<file path="src/rtl/sme_bank_ldst_if.sv">
// sme_bank_ldst_if: data memory request/response bus between the bank load/store sequencer and memory.
interface sme_bank_ldst_if #(parameter int XLEN = 32);
    logic            mem_req;
    logic            mem_gnt;
    logic            mem_wen;
    logic [XLEN-1:0] mem_addr;
    logic [XLEN-1:0] mem_wdata;
    logic [3:0]      mem_strb;
    logic            mem_recv;
    logic            mem_ack;
    logic [XLEN-1:0] mem_rdata;
    logic            mem_error;

    modport master (
        output mem_req, mem_wen, mem_addr, mem_wdata, mem_strb, mem_ack,
        input  mem_gnt, mem_recv, mem_rdata, mem_error
    );
    modport slave (
        input  mem_req, mem_wen, mem_addr, mem_wdata, mem_strb, mem_ack,
        output mem_gnt, mem_recv, mem_rdata, mem_error
    );
endinterface

</file>
<file path="src/rtl/sme_bank_ldst.sv">
// sme_bank_ldst: sequences SME bank loads (memory -> bank write port) and stores (bank data -> memory).
module sme_bank_ldst #(
    parameter int XLEN = 32,
    parameter int SMAX = 4
) (
    input  logic            g_clk,
    input  logic            g_resetn,
    input  logic            flush,
    input  logic [XLEN-1:0] csr_smectl,
    input  logic            op_valid,
    output logic            op_ready,
    input  logic            op_load,
    input  logic            op_store,
    input  logic [XLEN-1:0] op_addr,
    input  logic [3:0]      op_reg,
    input  logic [XLEN-1:0] op_sdata,
    output logic            op_done,
    output logic            op_error,
    sme_bank_ldst_if.master bus,
    output logic            bank_wen,
    output logic [3:0]      bank_waddr,
    output logic [XLEN-1:0] bank_wdata
);
    localparam int XL = XLEN - 1;

    typedef enum logic [1:0] {IDLE, REQ, RSP, WB} state_t;

    state_t        state;
    logic          killed, is_store, done_q, err_q;
    logic [XL-2:0] addr_q;
    logic [3:0]    reg_q;
    logic [XL:0]   sdata_q, rdata_q;
    logic [3:0]    b;
    logic          accept, bad, kill;
    logic          unused_ok;

    assign b         = csr_smectl[3:0];
    assign accept    = op_valid && op_ready;
    assign bad       = (|op_addr[1:0]) || (b == 4'd0) || (int'(b) >= SMAX);
    assign kill      = killed || flush;
    assign unused_ok = ^{op_load, csr_smectl[XL:4]};

    assign op_ready      = (state == IDLE) && !flush;
    assign op_done       = (done_q || state == WB) && !flush;
    assign op_error      = done_q && err_q && !flush;
    assign bus.mem_req   = (state == REQ);
    assign bus.mem_wen   = bus.mem_req && is_store;
    assign bus.mem_addr  = bus.mem_req ? {addr_q, 2'b00} : '0;
    assign bus.mem_wdata = bus.mem_wen ? sdata_q : '0;
    assign bus.mem_strb  = bus.mem_req ? 4'hF : 4'h0;
    assign bus.mem_ack   = 1'b1;
    assign bank_wen      = (state == WB) && !flush;
    assign bank_waddr    = bank_wen ? reg_q : 4'd0;
    assign bank_wdata    = bank_wen ? rdata_q : '0;

    // Killed transactions still finish on the bus but never report or write the bank.
    always_ff @(posedge g_clk or negedge g_resetn) begin
        if (!g_resetn) begin
            state    <= IDLE;
            killed   <= 1'b0;
            is_store <= 1'b0;
            done_q   <= 1'b0;
            err_q    <= 1'b0;
            addr_q   <= '0;
            reg_q    <= 4'd0;
            sdata_q  <= '0;
            rdata_q  <= '0;
        end else begin
            done_q <= 1'b0;
            err_q  <= 1'b0;
            case (state)
                IDLE: if (accept) begin
                    is_store <= op_store;
                    addr_q   <= op_addr[XL:2];
                    reg_q    <= op_reg;
                    sdata_q  <= op_sdata;
                    if (bad) begin
                        done_q <= 1'b1;
                        err_q  <= 1'b1;
                    end else state <= REQ;
                end
                REQ: begin
                    killed <= kill;
                    if (bus.mem_gnt) state <= RSP;
                end
                RSP: begin
                    killed <= kill;
                    if (bus.mem_recv) begin
                        rdata_q <= bus.mem_rdata;
                        if (is_store || bus.mem_error || kill) begin
                            state  <= IDLE;
                            killed <= 1'b0;
                            done_q <= !kill;
                            err_q  <= bus.mem_error;
                        end else state <= WB;
                    end
                end
                default: begin
                    state  <= IDLE;
                    killed <= 1'b0;
                end
            endcase
        end
    end
endmodule

</file>
<file path="src/flat_wrapper.sv">
// flat-port wrapper written by rule: the top's interface ports become plain ports
module sme_bank_ldst_flat 
#(
    parameter int XLEN = 32,
    parameter int SMAX = 4
)
  (g_clk, g_resetn, flush, csr_smectl, op_valid, op_ready, op_load, op_store, op_addr, op_reg, op_sdata, op_done, op_error, bank_wen, bank_waddr, bank_wdata, bus_mem_req, bus_mem_wen, bus_mem_addr, bus_mem_wdata, bus_mem_strb, bus_mem_ack, bus_mem_gnt, bus_mem_recv, bus_mem_rdata, bus_mem_error);
  sme_bank_ldst_if #(.XLEN(XLEN)) bus_i ();
  input  logic g_clk;
  input  logic g_resetn;
  input  logic flush;
  input  logic [XLEN-1:0] csr_smectl;
  input  logic op_valid;
  output logic op_ready;
  input  logic op_load;
  input  logic op_store;
  input  logic [XLEN-1:0] op_addr;
  input  logic [3:0] op_reg;
  input  logic [XLEN-1:0] op_sdata;
  output logic op_done;
  output logic op_error;
  output logic bank_wen;
  output logic [3:0] bank_waddr;
  output logic [XLEN-1:0] bank_wdata;
  output wire logic [$bits(bus_i.mem_req)-1:0] bus_mem_req;
  output wire logic [$bits(bus_i.mem_wen)-1:0] bus_mem_wen;
  output wire logic [$bits(bus_i.mem_addr)-1:0] bus_mem_addr;
  output wire logic [$bits(bus_i.mem_wdata)-1:0] bus_mem_wdata;
  output wire logic [$bits(bus_i.mem_strb)-1:0] bus_mem_strb;
  output wire logic [$bits(bus_i.mem_ack)-1:0] bus_mem_ack;
  input wire logic [$bits(bus_i.mem_gnt)-1:0] bus_mem_gnt;
  input wire logic [$bits(bus_i.mem_recv)-1:0] bus_mem_recv;
  input wire logic [$bits(bus_i.mem_rdata)-1:0] bus_mem_rdata;
  input wire logic [$bits(bus_i.mem_error)-1:0] bus_mem_error;
  assign bus_mem_req = bus_i.mem_req;
  assign bus_mem_wen = bus_i.mem_wen;
  assign bus_mem_addr = bus_i.mem_addr;
  assign bus_mem_wdata = bus_i.mem_wdata;
  assign bus_mem_strb = bus_i.mem_strb;
  assign bus_mem_ack = bus_i.mem_ack;
  assign bus_i.mem_gnt = bus_mem_gnt;
  assign bus_i.mem_recv = bus_mem_recv;
  assign bus_i.mem_rdata = bus_mem_rdata;
  assign bus_i.mem_error = bus_mem_error;
  sme_bank_ldst #(.XLEN(XLEN), .SMAX(SMAX)) u_core (.g_clk(g_clk), .g_resetn(g_resetn), .flush(flush), .csr_smectl(csr_smectl), .op_valid(op_valid), .op_ready(op_ready), .op_load(op_load), .op_store(op_store), .op_addr(op_addr), .op_reg(op_reg), .op_sdata(op_sdata), .op_done(op_done), .op_error(op_error), .bus(bus_i), .bank_wen(bank_wen), .bank_waddr(bank_waddr), .bank_wdata(bank_wdata));
endmodule
</file>
<file path="config.mk">
export PLATFORM = sky130hd
export DESIGN_NAME = sme_bank_ldst_flat
export DESIGN_NICKNAME = d
export VERILOG_FILES = /design/src/rtl/sme_bank_ldst_if.sv /design/src/rtl/sme_bank_ldst.sv /design/src/flat_wrapper.sv
export SDC_FILE = /design/constraint.sdc
export NUM_CORES = 1
export LEC_CHECK = 0
export ABC_AREA = 1
export BUFFER_PORTS_ARGS = -buffer_cell sky130_fd_sc_hd__buf_2
export CORE_MARGIN = 10
export CORE_UTILIZATION = 41
export DETAILED_ROUTE_END_ITERATION = 12
export GPL_TIMING_DRIVEN = 0
export PLACE_DENSITY = 0.76
export SLEW_MARGIN = 0
export SYNTH_ARGS = -nofsm -noshare
export SYNTH_HDL_FRONTEND = slang
export SYNTH_SLANG_ARGS = --single-unit
</file>
<file path="constraint.sdc">
create_clock -name g_clk -period 1.39 [get_ports g_clk]
set_input_delay 0.278 -clock g_clk [delete_from_list [all_inputs] [get_ports g_clk]]
set_output_delay 0.278 -clock g_clk [all_outputs]
set_load 0.01 [all_outputs]
</file>
==> impl_metrics.py, run 1 <==
metrics = {
    "run_status": {
        "status": "finished with violations",
        "violations": "negative setup slack",
    },
    "cts": {
        "htree_levels": 3,
        "clockBufferDepth": 2,
        "clkTransAtPathRegs_ps": 70,
        "cts_inserted_buffers": 9,
        "clk_latency_ps": 340,
        "cts.sinks": 104,
        "clockRootBuffer": "clkbuf_16",
        "cts_tree": "done",
    },
    "floorplanning": {
        "fp.dieArea_mm2": 0.01679,
        "start_util_pct": 42.56,
        "core_area_mm2": 0.01156,
        "rows": 39,
        "die_x_um": 129.6,
        "ios": 252,
        "die_y_um": 129.6,
    },
    "critical_path": {
        "end_kind": "output port",
        "cp-endpoint": "bus_mem_wdata[13]",
        "cp-startpoint": "u_core.state[1]",
        "cp-start-kind": "flip-flop",
        "rr_startpoint": "u_core.state[0]",
        "r2r_end": "u_core.addr_q[7]",
        "crit_fanout": 5,
        "crit_required_ps": 1110,
        "cp.arrival_ps": 1620,
        "r2r_cells": 8,
        "crit_type": "flip-flop to output port",
        "r2r_slack_ps": -400,
    },
    "worst_hold_path": {
        "min_from": "op_addr[14]",
        "holdCritPathClass": "input pin to flip-flop",
    },
    "placement": {
        "dpl_cell_area_mm2": 0.006586,
        "dp_slack_ps": -352.5,
        "place_congestion": 0.8326,
        "dp_cells": 928,
        "portBuffers": 219,
        "dp_hpwl_mm": 11.02,
    },
    "power_and_ir_drop": {
        "power_switching_mw": 6.406,
        "p_int_mw": 10.82,
        "sequentialPowerShare_pct": 30.4,
        "share_comb_of_total_power_pct": 53.4,
        "power.share.clock_pct": 16.2,
        "power_density_mw_per_mm2": 1972,
        "p_total_mw": 17.23,
        "irDropWorstVdd_uv": 1161,
        "p_sw_share_pct": 37.19,
        "leakage_nw": 4.858,
    },
    "yosys": {
        "syn_area_mm2": 0.004922,
        "synth_area_per_cell_um2": 8.727,
        "synth.area.top_cells": "dfrtp_1 53%, nor2_1 11%, inv_1 8.5%, mux2_4 8.2%, a21oi_1 6.9%",
        "synth.distinct_cells": 21,
        "synth_cells": 564,
        "ys_seq_elements": 104,
        "synth_seq_area_share_pct": 52.87,
        "yosysTopAreaCell": "dfrtp_1",
        "synth_top_area_share_pct": 52.87,
        "yosys_warnings": 0,
    },
    "global_routing": {
        "track_usage_pct": 18.26,
        "grt_pass1_vias": 4828,
        "grt_pass1_wl_mm": 24.45,
        "grt_antenna_before_repair": 2,
        "overflow": 0,
        "grt_max_degree": 71,
    },
    "timing": {
        "period_minus_slack_ps": 1900,
        "final.setup.tns_ps": -78290,
        "period_share_pct": 136.7,
        "hold_violations": 0,
        "setup_viol": 211,
        "slew_viol_final": 0,
        "fmax_ghz": 0.5262,
        "fin_skew_ps": 5.114,
        "rsz0062_at_grt": "true",
        "fin_ws_ps": -510.4,
    },
    "finish": {
        "nFillCells": 773,
        "stdcell_area_mm2": 0.008737,
        "finalNonFillerCells": 984,
        "drive_gt1_share_pct": 62.54,
        "area_growth_pct": 77.50,
        "finalNetCount": 982,
        "antenna_cells": 0,
    },
    "detailed_routing": {
        "antenna_left": 0,
        "route.detailed.drc": 0,
        "drt_wl_total_mm": 17.74,
        "wl_per_cell_um": 18.03,
        "met3_length_um": 999,
        "top_layer": "met5",
        "detail_route.iter0.violations": 322,
        "via_count": 4694,
        "first_pass_iters": 5,
        "wirelength_met1_mm": 6.694,
        "met2WireLength_mm": 9.705,
        "via_per_inst": 4.770,
    },
    "run": {
        "cap_violations": 0,
    },
}
==> power by group through the flow <==
stage / Combinational, mW / Clock, mW / Sequential [mW]
floorplan: 4.20 / 0 / 4.89
global placement: 5.73 / 0 / 5.00
detailed placement: 5.90 / 0 / 5.05
CTS: 7.47 / 2.83 / 5.06
global route: 9.89 / 2.95 / 5.37
finish: 9.20 / 2.79 / 5.23
==> sequential cells by signal, indices dropped and copies added, names as in the netlist <==
name	count
u_core.killed	1
u_core.is_store	1
u_core.done_q	1
u_core.err_q	1
u_core.addr_q	30
u_core.rdata_q	32
u_core.sdata_q	32
u_core.state	2
u_core.reg_q	4
==> worst min path at each step <==
stage	end	slack, ps	depth (start not counted)
after CTS	u_core.addr_q[20]	150	2
after global routing	u_core.addr_q[24]	160	2
after detailed placement	u_core.rdata_q[11]	260	1
final	u_core.addr_q[12]	160	2
after floorplan	u_core.addr_q[0]	-20	0
after global placement	u_core.killed	470	2
==> through the flow <==
stage / hold WS (ps) / utilization [%]
6_report: 161.9 / 75.55
3_3_place_gp: 466.2 / 56.69
3_5_place_dp: 261.7 / 56.95
5_1_grt: 157.0 / 75.55
2_1_floorplan: -17.59 / -
4_1_cts: 148.3 / 67.47
==> cell usage after synthesis, drive strengths merged <==
cell / instances
conb: 2
ha: 5
dfrtp: 104
a21oi: 68
nand2: 49
o31ai: 1
inv: 113
clkbuf: 7
buf: 28
o21ai: 3
nor2: 144
nand4: 2
nand3: 7
mux2: 31
==> cell type report <==
class | instances | area, um2 | area share [%]
multi-input combinational | 315 | 2586 | 29.60
sequential | 104 | 2605 | 29.82
timing repair buffer | 261 | 2092 | 23.94
tap | 143 | 178.9 | 2.048
clock buffer | 12 | 256.5 | 2.936
clock inverter | 4 | 76.32 | 0.8736
buffer | 32 | 508.0 | 5.814
inverter | 113 | 434.2 | 4.969
==> critical path, stage by stage (launching register included) <==
cell and delay (ps):
dfrtp_2 440, inv_4 70, ha_4 230, nand2_8 120, clkbuf_16 200, nor2_4 100, buf_6 110
==> kinds of logic (layout without fill, tap and decap cells) <==
kind of cell	count (synthesis)	in the layout	share of synthesized area, %
multiplexers	31	31	9.151
AO/OA/AOI/OAI	72	72	7.372
buffers and inverters	148	422	13.24
flip-flops	104	104	52.87
other	2	3	0.1526
AND/OR/NAND/NOR	202	204	15.94
adder cells (fa/ha/maj)	5	5	1.271
==> timing repair <==
item                                   in CTS  in global routing
setup endpoints to repair                 209                209
resized for setup                         127                198
gates cloned                               13                  5
setup buffers                              18                  6
pin swaps                                   1                 11
endpoints found under the hold margin      34                  0
hold buffers                                1                  0
==> layout by cell type, fill, tap and decap left out, types with 2 or more instances in the layout <==
| cell | synthesis | routed |
|---|---|---|
| buf_2 | 14 | 164 |
| dfrtp_1 | 104 | 102 |
| inv_1 | 111 | 87 |
| buf_6 | 5 | 70 |
| nor2_1 | 144 | 57 |
| nor2_2 | 0 | 44 |
| nor2_4 | 0 | 43 |
| mux2_4 | 27 | 31 |
| a21oi_2 | 0 | 31 |
| a21oi_1 | 68 | 29 |
| nand2_1 | 49 | 25 |
| inv_2 | 2 | 23 |
| buf_12 | 0 | 20 |
| nand2_4 | 0 | 20 |
| clkbuf_16 | 0 | 18 |
| buf_4 | 8 | 18 |
| a21oi_4 | 0 | 8 |
| nand3_1 | 6 | 5 |
| buf_8 | 1 | 5 |
| buf_16 | 0 | 5 |
| nand2_2 | 0 | 4 |
| ha_4 | 0 | 3 |
| conb_1 | 2 | 3 |
| inv_4 | 0 | 2 |
| nand3_4 | 1 | 2 |
| o21ai_1 | 2 | 2 |
| nand4_1 | 2 | 2 |
| bufinv_16 | 0 | 2 |
| clkbuf_8 | 0 | 2 |
| dfrtp_2 | 0 | 2 |
==> layer usage <==
layer,up-vias,GRT usage [%]
li1,2229,-
met1,2280,21.29
met2,152,32.11
met3,31,4.486
met4,2,6.217
met5,-,0
(Power assumes the default switching activity.)
==> inputs of run 2 (changes only) <==
--- a/config.mk
+++ b/config.mk
@@ -5,13 +5,12 @@
 export SDC_FILE = /design/constraint.sdc
 export NUM_CORES = 1
 export LEC_CHECK = 0
-export ABC_AREA = 1
 export BUFFER_PORTS_ARGS = -buffer_cell sky130_fd_sc_hd__buf_2
 export CORE_MARGIN = 10
 export CORE_UTILIZATION = 41
 export DETAILED_ROUTE_END_ITERATION = 12
 export GPL_TIMING_DRIVEN = 0
-export PLACE_DENSITY = 0.76
+export PLACE_DENSITY = 0.77
 export SLEW_MARGIN = 0
 export SYNTH_ARGS = -nofsm -noshare
 export SYNTH_HDL_FRONTEND = slang
==> run 2 against run 1 <==
The run still ends with negative setup slack left. Clock-buffer cell count stayed put. Highest routed layer unchanged. Routed wire length is 7.0% lower. Die area shrank 1.8%. Critical path type unchanged. Final area is 5.4% lower. Critical endpoint unchanged. First-iteration DRC count decreased by 53%.
==> impl_metrics.py, run 2 <==
metrics = {
    "floorplanning": {
        "rows": 39,
        "core_area_mm2": 0.01147,
        "die_y_um": 128.4,
        "die_x_um": 128.4,
        "fp.dieArea_mm2": 0.01649,
        "start_util_pct": 42.01,
        "ios": 252,
    },
    "power_and_ir_drop": {
        "p_total_mw": 13.18,
        "irDropWorstVdd_uv": 956.4,
        "power_density_mw_per_mm2": 1595,
        "leakage_nw": 3.954,
    },
    "critical_path": {
        "cp-start-kind": "flip-flop",
        "crit_slowest_cell": "dfrtp_2",
        "cp.buffers_inverters": 4,
        "crit_required_ps": 1110,
        "crit_path_frequent_cell": "clkbuf_16",
        "crit_fanout": 6,
        "path_cells": "inv_2 -> ha_4 -> clkbuf_16 -> clkbuf_16 -> and3_4 -> buf_6",
        "crit_family": "buffers and inverters",
        "cp.arrival_ps": 1670,
        "cp_slowest_stage_delay_ps": 450,
        "crit_type": "flip-flop to output port",
        "end_kind": "output port",
    },
    "global_routing": {
        "grt_pass1_wl_mm": 25.16,
        "grt_pass1_vias": 4502,
        "grt_max_degree": 61,
        "overflow": 0,
        "track_usage_pct": 19.45,
        "grt_antenna_before_repair": 2,
    },
    "timing": {
        "slew_headroom_pct": 58.97,
        "worstMarginPinSlew_ps": 615.4,
        "setup_viol": 210,
        "fin_ws_ps": -555.4,
        "period_minus_slack_ps": 1945,
        "fin_skew_ps": 7.538,
        "rsz0062_at_grt": "true",
        "slew_viol_final": 0,
        "hold_violations": 0,
        "period_share_pct": 140.0,
        "fmax_ghz": 0.5140,
    },
    "finish": {
        "finalNonFillerCells": 790,
        "area_growth_pct": 71.53,
        "largestRegisters": "u_core.rdata_q: 32 flops, u_core.sdata_q: 32 flops, u_core.addr_q: 30 flops",
        "final_common_cell": "buf_6",
        "finalNetCount": 787,
        "layout_common_cells": "115 x buf_6, 113 x buf_2, 101 x dfrtp_1",
        "drive_gt1_share_pct": 80.19,
        "stdcell_area_mm2": 0.008263,
    },
    "detailed_routing": {
        "via_count": 3929,
        "antenna_left": 0,
        "first_pass_iters": 4,
        "drt_wl_total_mm": 16.50,
        "route.detailed.drc": 0,
        "detail_route.iter0.violations": 150,
        "via_per_inst": 4.973,
        "wl_per_cell_um": 20.88,
    },
    "yosys": {
        "syn_area_mm2": 0.004817,
        "yosys_warnings": 0,
        "yosys-top-cells-count": "104 x dfrtp_1, 99 x mux2_2, 67 x and2_1",
        "synth_top_area_share_pct": 54.03,
        "synth_top_flop_cell": "dfrtp_1",
        "synth_cells": 377,
        "synth_edf_count": 0,
        "ys_seq_elements": 104,
        "async_flop_share_pct": 100.0,
        "synth_seq_area_share_pct": 54.03,
        "synth.distinct_cells": 28,
        "yosysMostFrequentCell": "dfrtp_1",
        "synth_area_per_cell_um2": 12.78,
        "synth.area.top_cells": "dfrtp_1 54%, mux2_2 23%, and2_1 8.7%, and3_1 3.8%, buf_4 1.4%",
        "yosysTopAreaCell": "dfrtp_1",
    },
    "run": {
        "cap_violations": 0,
    },
    "cts": {
        "htree_levels": 3,
        "clockBufferDepth": 2,
        "cts.sinks": 104,
        "clockRootBuffer": "clkbuf_16",
        "cts_inserted_buffers": 9,
        "cts_tree": "done",
        "clkTransAtPathRegs_ps": 70,
        "clk_latency_ps": 350,
    },
    "placement": {
        "dp_cells": 741,
        "portBuffers": 219,
        "dpl_cell_area_mm2": 0.006560,
        "place_congestion": 0.8277,
        "dp_hpwl_mm": 11.23,
    },
    "worst_hold_path": {
        "holdCritPathClass": "input pin to flip-flop",
    },
    "run_status": {
        "status": "finished with violations",
        "violations": "negative setup slack",
    },
}
[run 2: logic make-up after synthesis]
logic type / Yosys count / synth area share, %
AOI/OAI and AO/OA: 12 / 1.428
adders and majority gates: 5 / 1.299
buffers and inverters: 34 / 3.558
DFF: 104 / 54.03
muxes: 100 / 23.35
other: 2 / 0.1559
and+or+nand+nor: 120 / 16.18
[run 2: timing repair]
action | 4_1_cts | 5_1_grt
endpoints found under the setup margin | 211 | 211
setup buffers | 13 | 6
hold endpoints to repair | 44 | 0
hold buffers | 1 | 0
gates resized for setup | 173 | 42
pin swaps | 33 | 6
cloned | 13 | 1
[run 2: through the flow]
step	setup WS (ps)	hold WS (ps)	TNS [ps]	util, %
floorplan	-112.8	-17.59	-13580	-
global placement	-1247	478.3	-160450	56.94
detailed placement	-364.4	324.1	-55510	57.21
CTS	-576.4	146.2	-89090	70.31
global route	-623.2	151.0	-99340	72.06
finish	-555.4	158.5	-85360	72.06
[run 2: per-layer routing]
metal / up-vias / track usage [%] / wire length (um) / part of all wire [%]
met5: - / 0 / 13 / 0.079
met4: 2 / 6.556 / 300 / 1.8
met3: 22 / 8.131 / 1741 / 11
met2: 164 / 33.38 / 8447 / 51
met1: 1926 / 21.24 / 5992 / 36
li1: 1815 / - / - / -
[run 2: worst paths after layout]
kind                                    startpoint                  to  slack, ps  depth (start not counted)
worst max-delay path               u_core.state[1]   bus_mem_wdata[13]       -560                          6
min in group asynchronous                 g_resetn  u_core.rdata_q[29]        500                          2
worst max register to register     u_core.state[0]     u_core.is_store       -410                          7
worst min-delay path                    op_addr[7]    u_core.addr_q[5]        160                          2
max in group asynchronous                 g_resetn     u_core.is_store        170                          3
worst min register to register  u_core.sdata_q[14]  u_core.sdata_q[14]        510                          1
[run 2: cell type report]
type                    instances  area (um2)
repair buffers                252        2200
inverters                       3       13.76
well taps                     143       178.9
clock buffers                  12       266.5
plain buffers                  31       473.0
clock inverters                 4       51.30
fillers                       740        3204
flip-flops and latches        104        2606
multi-input cells             240        2471
diodes                          1       2.502
[run 2: power breakdown]
group          internal (mW)  leakage [nW]  total, mW  switching [mW]
sequential              4.41          1.23       5.24           0.829
combinational           3.29          2.57       5.28            1.99
clock                   1.54         0.155       2.66            1.12
total                   9.24          3.95       13.2            3.94
==> inputs of run 3 (changes only) <==
--- a/config.mk
+++ b/config.mk
@@ -7,10 +7,10 @@
 export LEC_CHECK = 0
 export BUFFER_PORTS_ARGS = -buffer_cell sky130_fd_sc_hd__buf_2
 export CORE_MARGIN = 10
-export CORE_UTILIZATION = 41
+export CORE_UTILIZATION = 49
 export DETAILED_ROUTE_END_ITERATION = 12
 export GPL_TIMING_DRIVEN = 0
-export PLACE_DENSITY = 0.77
+export PLACE_DENSITY = 0.86
 export SLEW_MARGIN = 0
 export SYNTH_ARGS = -nofsm -noshare
 export SYNTH_HDL_FRONTEND = slang
==> constraint.sdc (replaced) <==
create_clock -name g_clk -period 2.52 [get_ports g_clk]
set_input_delay 0.504 -clock g_clk [delete_from_list [all_inputs] [get_ports g_clk]]
set_output_delay 0.504 -clock g_clk [all_outputs]
set_load 0.01 [all_outputs]
==> run 3 against run 2 <==
The flow now finishes without violations. Clock power decreased by 50%. Final cell count decreased by 5.2%. Worst hold slack got worse by 7.3 ps. Clock skew decreased by 2.0 ps. Largest power group is now sequential cells. Sequential share of layout area increased by 9.0 points. Worst setup slack improved by 680 ps. Register-to-register slack improved by 930 ps. Critical endpoint is now bank_wdata[27].
==> impl_metrics.py, run 3 (synthesized netlist as in run 2, its figures left out) <==
metrics = {
    "critical_path": {
        "crit_family": "buffers and inverters",
        "path_cells": "ha_1 -> nor2b_1 -> clkbuf_2 -> buf_2 -> and2_1 -> buf_2",
        "cp.arrival_ps": 1890,
        "cp.buffers_inverters": 3,
        "crit_fanout": 10,
        "crit_type": "flip-flop to output port",
        "crit_slowest_cell": "dfrtp_1",
        "cp-start-kind": "flip-flop",
        "end_kind": "output port",
        "cp_slowest_stage_delay_ps": 430,
        "crit_path_frequent_cell": "buf_2",
        "crit_required_ps": 2020,
    },
    "cts": {
        "clk_latency_ps": 360,
        "htree_levels": 3,
        "clkTransAtPathRegs_ps": 100,
        "clockRootBuffer": "clkbuf_8",
        "cts_tree": "done",
        "clockBufferDepth": 2,
        "cts.sinks": 104,
        "hold_buffers": 0,
        "cts_inserted_buffers": 9,
    },
    "floorplanning": {
        "start_util_pct": 49.74,
        "die_y_um": 119.2,
        "rows": 36,
        "core_area_mm2": 0.009684,
        "die_x_um": 119.2,
        "fp.dieArea_mm2": 0.01420,
        "ios": 252,
    },
    "detailed_routing": {
        "antenna_left": 0,
        "wl_per_cell_um": 18.01,
        "detail_route.iter0.violations": 174,
        "via_count": 3657,
        "first_pass_iters": 4,
        "route.detailed.drc": 0,
        "drt_wl_total_mm": 13.49,
        "via_per_inst": 4.883,
    },
    "power_and_ir_drop": {
        "sequentialPowerShare_pct": 46.3,
        "share_comb_of_total_power_pct": 31.5,
        "leakage_nw": 3.487,
        "p_int_mw": 4.266,
        "p_total_mw": 6.035,
        "irDropWorstVdd_uv": 567.3,
        "p_sw_share_pct": 29.32,
        "power_density_mw_per_mm2": 939.3,
        "power.share.clock_pct": 22.3,
        "power_switching_mw": 1.769,
    },
    "placement": {
        "dp_slack_ps": -53.96,
        "portBuffers": 219,
        "place_congestion": 0.7674,
        "dp_hpwl_mm": 10.87,
        "dp_cells": 731,
    },
    "global_routing": {
        "grt_pass1_vias": 4176,
        "track_usage_pct": 18.42,
        "grt_pass1_wl_mm": 21.36,
        "grt_max_degree": 58,
        "grt_antenna_before_repair": 1,
        "overflow": 0,
    },
    "run_status": {
        "status": "finished clean",
    },
    "worst_hold_path": {
        "holdCritPathClass": "input pin to asynchronous set/reset pin",
    },
    "timing": {
        "period_minus_slack_ps": 2397,
        "period_share_pct": 95.10,
        "hold_violations": 0,
        "slew_headroom_pct": 57.60,
        "worstMarginPinSlew_ps": 636.0,
        "rsz0062_at_grt": "false",
        "fmax_ghz": 0.4173,
        "fin_ws_ps": 123.4,
        "setup_viol": 0,
        "fin_skew_ps": 5.565,
        "slew_viol_final": 0,
    },
    "finish": {
        "area_growth_pct": 33.38,
        "nFillCells": 726,
        "final_common_cell": "buf_2",
        "largestRegisters": "u_core.rdata_q: 32 flops, u_core.sdata_q: 32 flops, u_core.addr_q: 30 flops",
        "finalNonFillerCells": 749,
        "drive_gt1_share_pct": 60.81,
        "layout_common_cells": "228 x buf_2, 103 x dfrtp_1, 99 x mux2_2",
        "finalNetCount": 756,
    },
    "run": {
        "cap_violations": 0,
    },
}
[run 3: power by group through the flow]
stage | Clock, mW | Sequential, mW | Combinational, mW
after floorplan | 0 | 2.67 | 1.33
after global placement | 0 | 2.75 | 1.79
after detailed placement | 0 | 2.83 | 1.89
final | 1.34 | 2.79 | 1.90
after CTS | 1.38 | 2.79 | 1.91
after global routing | 1.45 | 2.88 | 2.09
[run 3: path summary, 6_finish.rpt]
kind | from | endpoint | slack, ps | cells after the start
worst min-delay path | g_resetn | u_core.rdata_q[18] | 150 | 1
min in group g_clk | op_addr[6] | u_core.addr_q[4] | 370 | 2
worst min register to register | u_core.reg_q[2] | u_core.reg_q[2] | 510 | 1
worst max register to register | u_core.state[0] | u_core.sdata_q[27] | 520 | 7
worst max-delay path | u_core.state[1] | bank_wdata[27] | 120 | 6
max in group asynchronous | g_resetn | u_core.state[0] | 1650 | 2
[run 3: through the flow]
step | cell area [um2] | setup TNS [ps] | hold WS [ps] | utilization, %
after floorplan | 4821 | 0 | 208.4 | -
after global placement | 6083 | -15350 | 478.3 | 62.82
after detailed placement | 6113 | -332.0 | 487.4 | 63.13
after CTS | 6404 | 0 | 165.5 | 66.12
after global routing | 6422 | 0 | 183.5 | 66.32
final | 6425 | 0 | 151.2 | 66.34
[run 3: timing repair]
| action | 4_1_cts | 5_1_grt |
|---|---|---|
| setup buffers | 0 | 1 |
| endpoints found under the hold margin | 0 | 0 |
| pin swaps | 0 | 0 |
| resized for setup | 14 | 6 |
| endpoints found under the setup margin | 93 | 79 |
[run 3: area by class of cell]
class / count / area, um2 / area share [%]
sequential: 104 / 2604 / 40.53
multi-input combinational: 240 / 2059 / 32.05
timing repair buffer: 221 / 1134 / 17.64
buffer: 31 / 178.9 / 2.785
tap: 133 / 166.4 / 2.590
clock buffer: 11 / 141.4 / 2.201
clock inverter: 5 / 127.6 / 1.986
inverter: 3 / 11.26 / 0.1753
antenna: 1 / 2.502 / 0.03895
[run 3: per-layer routing]
metal	wire length (um)	vias to the layer above	share of wire, %	GRT usage (%)
met1	5418	1740	40	20.42
li1	-	1741	-	-
met5	0	-	0	0
met2	6585	156	49	31.19
met3	1239	20	9.2	7.322
met4	251	0	1.9	7.023
